$ cat config.mk
export PLATFORM = sky130hd
export DESIGN_NAME = frac_to_bcd
export DESIGN_NICKNAME = d
export VERILOG_FILES = /design/src/rtl/frac_to_bcd_pkg.sv /design/src/rtl/frac_mul10_step.sv /design/src/rtl/frac_to_bcd.sv
export SDC_FILE = /design/constraint.sdc
export NUM_CORES = 1
export LEC_CHECK = 0
export BUFFER_PORTS_ARGS = -buffer_cell sky130_fd_sc_hd__buf_4
export CAP_MARGIN = 20
export CORE_ASPECT_RATIO = 0.7
export CORE_MARGIN = 2
export CORE_UTILIZATION = 40
export CTS_BUF_LIST = sky130_fd_sc_hd__clkbuf_16
export CTS_CLUSTER_DIAMETER = 60
export CTS_CLUSTER_SIZE = 14
export DETAILED_ROUTE_END_ITERATION = 12
export PLACE_DENSITY = 0.64
export SYNTH_ARGS = -nofsm -noshare
export SYNTH_HDL_FRONTEND = slang
export SYNTH_SLANG_ARGS = --single-unit
export TNS_END_PERCENT = 1
$ cat constraint.sdc
create_clock -name clk -period 7.01 [get_ports clk]
set_clock_uncertainty 0.05 [all_clocks]
set_input_delay 1.0515 -clock clk [delete_from_list [all_inputs] [get_ports clk]]
set_output_delay 1.0515 -clock clk [all_outputs]
set_load 0.05 [all_outputs]
$ cat src/rtl/frac_to_bcd_pkg.sv
// Shared constants and types for the fraction-to-BCD converter and the
// downstream rounding stage.
package frac_to_bcd_pkg;

   localparam int NUM_DIG = 6;
   localparam int BCD_W   = 4;

   typedef enum logic {
      IDLE = 1'b0,
      CONV = 1'b1
   } state_t;

   // Index 0 holds digit 1 (tenths); index NUM_DIG-1 holds the rounding digit.
   typedef logic [NUM_DIG-1:0][BCD_W-1:0] dig_vec_t;

endpackage

$ cat src/rtl/frac_mul10_step.sv
// One multiply-by-10 step: the carry-out above the binary point is the next
// decimal digit, the remaining bits are the new fraction.
module frac_mul10_step
   import frac_to_bcd_pkg::*;
#(
   parameter int FRAC_W = 16
) (
   input  logic [FRAC_W-1:0] acc,
   output logic [FRAC_W-1:0] acc_nxt,
   output logic [BCD_W-1:0]  digit
);

   logic [FRAC_W+3:0] acc_ext;
   logic [FRAC_W+3:0] p;

   // acc < 2^FRAC_W keeps p below 10*2^FRAC_W, so the digit is always 0..9.
   assign acc_ext = {4'b0000, acc};
   assign p       = (acc_ext << 3) + (acc_ext << 1);
   assign digit   = p[FRAC_W+3:FRAC_W];
   assign acc_nxt = p[FRAC_W-1:0];

endmodule

$ cat src/rtl/frac_to_bcd.sv
// Sequential binary-fraction to BCD converter: one fraction digit per clock,
// six digits per conversion, results held until the next completion.
//
// state | meaning
// IDLE  | waiting for start; outputs hold the last completed result
// CONV  | producing one digit per clock into working slot cnt+1
module frac_to_bcd
   import frac_to_bcd_pkg::*;
#(
   parameter int FRAC_W = 16
) (
   input  logic              clk,
   input  logic              rst,
   input  logic              start,
   input  logic [FRAC_W:0]   din,
   output logic              busy,
   output logic              valid,
   output logic              int_o,
   output logic [BCD_W-1:0]  dig1,
   output logic [BCD_W-1:0]  dig2,
   output logic [BCD_W-1:0]  dig3,
   output logic [BCD_W-1:0]  dig4,
   output logic [BCD_W-1:0]  dig5,
   output logic [BCD_W-1:0]  dig6
);

   state_t            state_q;
   state_t            state_d;
   logic              accept;
   logic              done;

   logic [FRAC_W-1:0] acc_q;
   logic [FRAC_W-1:0] acc_nxt;
   logic [BCD_W-1:0]  digit;
   logic              int_w_q;
   logic [2:0]        cnt_q;
   dig_vec_t          work_q;
   dig_vec_t          work_d;

   dig_vec_t          out_q;
   logic              int_q;
   logic              valid_q;

   frac_mul10_step #(
      .FRAC_W (FRAC_W)
   ) u_step (
      .acc     (acc_q),
      .acc_nxt (acc_nxt),
      .digit   (digit)
   );

   always_ff @(posedge clk) begin
      if (rst) begin
         state_q <= IDLE;
      end else begin
         state_q <= state_d;
      end
   end

   always_comb begin
      state_d = state_q;
      accept  = 1'b0;
      done    = 1'b0;
      case (state_q)
         IDLE: begin
            if (start) begin
               accept  = 1'b1;
               state_d = CONV;
            end
         end
         CONV: begin
            if (cnt_q == 3'(NUM_DIG - 1)) begin
               done    = 1'b1;
               state_d = IDLE;
            end
         end
         default: state_d = IDLE;
      endcase
   end

   // The completion edge must publish the digit produced on that same edge.
   always_comb begin
      work_d        = work_q;
      work_d[cnt_q] = digit;
   end

   always_ff @(posedge clk) begin
      if (rst) begin
         acc_q   <= '0;
         int_w_q <= 1'b0;
         cnt_q   <= '0;
         work_q  <= '0;
         out_q   <= '0;
         int_q   <= 1'b0;
         valid_q <= 1'b0;
      end else begin
         valid_q <= done;
         if (accept) begin
            acc_q   <= din[FRAC_W-1:0];
            int_w_q <= din[FRAC_W];
            cnt_q   <= '0;
         end else if (state_q == CONV) begin
            acc_q  <= acc_nxt;
            work_q <= work_d;
            cnt_q  <= done ? 3'd0 : cnt_q + 3'd1;
         end
         if (done) begin
            out_q <= work_d;
            int_q <= int_w_q;
         end
      end
   end

   assign busy  = (state_q == CONV);
   assign valid = valid_q;
   assign int_o = int_q;
   assign dig1  = out_q[0];
   assign dig2  = out_q[1];
   assign dig3  = out_q[2];
   assign dig4  = out_q[3];
   assign dig5  = out_q[4];
   assign dig6  = out_q[5];

endmodule

# Yosys cells after proc, flatten, opt, wreduce, memory -nomap -nowiden
# Cells that the tools add are included.
[word_totals] ff_bits=71 input_bits=20 out_inout_bits=27 wordCells=41
[op_classes] add_sub_neg=2 magnitude_cmp=2 eq_ne=1 mux=12 bitwise_logic=2 reduce_logical=4
[ops] cell="$mux W16" count=2
[ops] cell="$bwmux W24" count=1
[ops] cell="$add A19 B17 Y20" count=1
[ops] cell="$demux W4 S3" count=1
[ops] cell="$mux W1" count=5
[ops] cell="$lt A3 B4 Y1 const B" count=1
[ops] cell="$mux W4" count=1
[ops] cell="$add A3 B1 Y3 const B" count=1
[ops] cell="$eq A3 B3 Y1 const B" count=1
[ops] cell="$ge A3 B1 Y1 const B" count=1
[ops] cell="$mux W3" count=1
[ops] cell="$not A1 Y1" count=2
[ops] cell="$pmux W1 S2" count=1
[ops] cell="$reduce_and A2 Y1" count=1
[ops] cell="$reduce_bool A2 Y1" count=1
[ops] cell="$reduce_or A2 Y1" count=1
[ops] cell="$logic_and A1 B1 Y1" count=1

# Depth between registers and ports, before layout
[depth] ltp_word=5 ltp_mapped=9 mapped_depth_nobuf=9

# Hierarchy
# From an unflattened synthesis, not the netlist that was laid out.
[hier_totals] cells_unflattened=409 hier_area_um2=3692.3
[by_module_without_submodules] module="frac_to_bcd" instances=1 cells_each=307 area_per_inst_um2=2935.3 seq_area_each_um2=1421.4
[by_module_without_submodules] module="frac_mul10_step" instances=1 cells_each=102 area_per_inst_um2=757.0 seq_area_each_um2=0.0

# Least setup slack after synthesis
# No wires, ideal clock.
[synth_timing] path_kind="reg-to-reg" from="register acc_q[2]" to="register out_q, in the netlist dig5[1]" setup_ns=0.154 t_arrival_ns=2.063 t_required_ns=6.806 path_slack_ns=4.743 path_stages_with_launch=10 n_path_buf=0 period_less_slack_ns=2.267 cell_sequence="dfxtp_1 > ha_1 > inv_1 > fa_1 > nor2b_1 > o31a_1 > o31a_1 > a22o_2 > mux2i_4 > a41oi_1"
[synth_via] elab_chain_len=2
[synth_lines] item="start, declared" line="frac_to_bcd.sv:32" rtl="logic [FRAC_W-1:0] acc_q;"
[synth_lines] item="start signal, assigned" line="frac_to_bcd.sv:99" rtl="acc_q <= din[FRAC_W-1:0];"
[synth_lines] item="start signal, assigned" line="frac_to_bcd.sv:103" rtl="acc_q <= acc_nxt;"
[synth_lines] item="$add A19 B17 Y20" line="frac_mul10_step.sv:18" rtl="assign p = (acc_ext << 3) + (acc_ext << 1);"
[synth_lines] item="$bwmux W24" line="frac_to_bcd.sv:84" rtl="work_d[cnt_q] = digit;"
[synth_lines] item="end signal, assigned" line="frac_to_bcd.sv:108" rtl="out_q <= work_d;"
[synth_lines] item="end, declared" line="frac_to_bcd.sv:40" rtl="dig_vec_t out_q;"
# Every way passes these cells.
# A chain may end at the register's enable or synchronous reset.

# Worst setup path in the final report
# Ends and elaborated chain as after synthesis.

==> results.txt <==
RSZ-0062 raised after global routing = false
top sig layer = met4
min cycle time layout = 2630 ps
Critical Path Sink Type = register
Clock Latency Late Sink = 340 ps
DRT antenna net count = 0
nature of the critical path startpoint = register
n_diodes = 0
WL met1 = 4.60 mm
die area = 0.00978 mm^2
crit-path cells = ha_1 > inv_1 > fa_1 > nor2b_1 > o31a_1 > o31a_1 > a22o_2 > mux2i_4 > a41oi_1
Worst Path Buf+Inv = 1
final layout net count = 472
data arrival time of the worst path = 2750 ps
row count = 28
Finished Layout Cells = 560
WL met3 = 523 um
critical path depth = 9
peak per-stage delay on the critical path = 400 ps
total global routing overflow = 0
EDFF count, synth = 0
CTS H-tree lvls = 3
Cell Pwr Density = 233 mW/mm^2
Max-slew headroom = 0.356
gpl congestion = 0.859
Initial Utilization = 0.419
Final HPWL DP = 6.17 mm
Post-Route WL = 8.82 mm
max-cap violations = 0
layout cells sized above 1 = 0.166
met2 routed WL = 3.54 mm
most frequent cells in the layout = dfxtp_1, buf_4, nor2_1
Hold Path Stages = 2
Top delay family on crit path = compound AO/OA/AOI/OAI gates
Pre-antenna DRT Iters = 5
asr flop ratio synth = 0
pin count of the biggest net entering global routing = 52
leakage = 1.65 nW
outcome = finished clean
fmax = 381 MHz
I/O Buffers = 46
Avg Cell Area, Syn = 8.95 um^2
DRT iter0 DRCs = 217
Hold-fix buffers, CTS = 0
first-pass GRT wire length = 14.6 mm
clock tree buffer depth = 2
Syn Std Cell Area = 0.00360 mm^2
placed cell areas = 0.00401 mm^2
commonest non-fill, non-tap cell in the layout = dfxtp_1
critical path required time = 7140 ps
Avg WL per Cell = 15.7 um
final total power = 998 uW
GRT Total Usage = 0.185
R2R cell count = 9
final hold vios = 0
die height = 83.4 um
Tightest Pin Transition = 951 ps
Top Ports = 47
Most Frequent Cell on Critical Path = o31a_1
WS Path Type = register to register
Yosys warnings = 0
Max Transition Viols Final = 0
Peak VDD IR = 179 uV
Worst path slowest cell = fa_1
final instance area = 0.00429 mm^2
DRC = 0
CP Max Fanout = 8
Syn Nets = 439
total CTS buffers = 9
vias in the first global route = 2948
vias per cell = 5.68
via count = 3179
TritonCTS clock tree = yes
initial antenna violation count = 0
Area Overhead vs Synth = 19.2%
Gate Count Post-Synth = 402
setup tns final = 0 ps
Cell variety after synth = 51
Hold Path Class = register to register
Root Buffer = clkbuf_16
CTS Sinks = 71
PostCTS Resize Cnt = 0
Final period util = 0.375
setup bufs post-CTS = 0
Cells after DPL = 544
Final setup viols = 0
Reg clk slew, reported paths = 60 ps
Die X-Extent = 117 um
Most used DFF post-synth = dfxtp_1
Core Footprint = 0.00858 mm^2
sequential fraction of the synthesis area = 0.395
register bit count reported by yosys = 71
[worst paths after layout]
check	endpoint	slack, ps	from
hold reg to reg	work_q[6]$_SDFFE_PP0P_	420	work_q[6]$_SDFFE_PP0P_
hold / removal	work_q[6]$_SDFFE_PP0P_	420	work_q[6]$_SDFFE_PP0P_
setup reg to reg	dig5[1]$_SDFFE_PP0P_	4380	acc_q[2]$_SDFFE_PP0P_
setup / recovery	dig5[1]$_SDFFE_PP0P_	4380	acc_q[2]$_SDFFE_PP0P_
[power by group]
group	internal, mW	leakage, nW	switching, mW
clock network	0.239	0.133	0.178
logic	0.0601	0.942	0.0900
registers	0.416	0.577	0.0142
[synth_stat cells, types with 8 or more instances]
library cell / count / area share
nand3_1: 12 / 0.017
nor2b_1: 13 / 0.023
dfxtp_1: 71 / 0.39
nor2_1: 35 / 0.037
a211oi_1: 24 / 0.050
o21a_1: 8 / 0.017
nand3b_1: 13 / 0.027
a22o_1: 17 / 0.041
a21o_1: 8 / 0.017
clkbuf_1: 17 / 0.018
a21oi_1: 14 / 0.019
ha_1: 16 / 0.056
o21ai_0: 20 / 0.028
nand2_1: 25 / 0.026
[logic make-up after synthesis]
kind of cell / share of synthesized area
AND/OR/NAND/NOR: 0.178
multiplexers: 0.0257
adder cells (fa/ha/maj): 0.0612
XOR/XNOR: 0.0170
AO/OA/AOI/OAI: 0.285
flip-flops: 0.395
buffers and inverters: 0.0379
[final cells by class]
class                           count  area [um^2]
Timing Repair Buffer               48          360
Tap cell                          120          150
Sequential cell                    71         1420
Clock inverter                      7         50.0
Fill cell                         818         4300
Inverter                            9         33.8
Multi-Input combinational cell    296         2050
Clock buffer                        9          225
[state kept, by name, indices dropped and copies added, names as in the netlist]
| register | cells |
|---|---|
| valid | 1 |
| dig3 | 4 |
| dig6 | 4 |
| int_o | 1 |
| cnt_q | 3 |
| work_q | 24 |
| acc_q | 16 |
| dig4 | 4 |
| busy | 1 |
| dig5 | 4 |
| dig2 | 4 |
| int_w_q | 1 |
| dig1 | 4 |
[through the flow]
step                      utilization  worst slack [ps]  hold slack (ps)
final                           0.500              4380              415
after detailed placement        0.467              4410              407
after global routing            0.500              4150              438
after CTS                       0.500              4410              417
after floorplan                     -              4740              387
after global placement          0.467              4440              396
[worst min-delay path: stages (launching register included)]
cell and delay [ps]:
dfxtp_1 310, nand2_1 50, a21oi_1 50
[per-layer routing]
layer / GRT usage / vias to the layer above
met3: 0.0680 / 16
met1: 0.262 / 1481
met2: 0.258 / 94
li1: - / 1588
met4: 0.0624 / 0
met5: 0 / -
No activity file was read; power rests on OpenSTA's default activity.
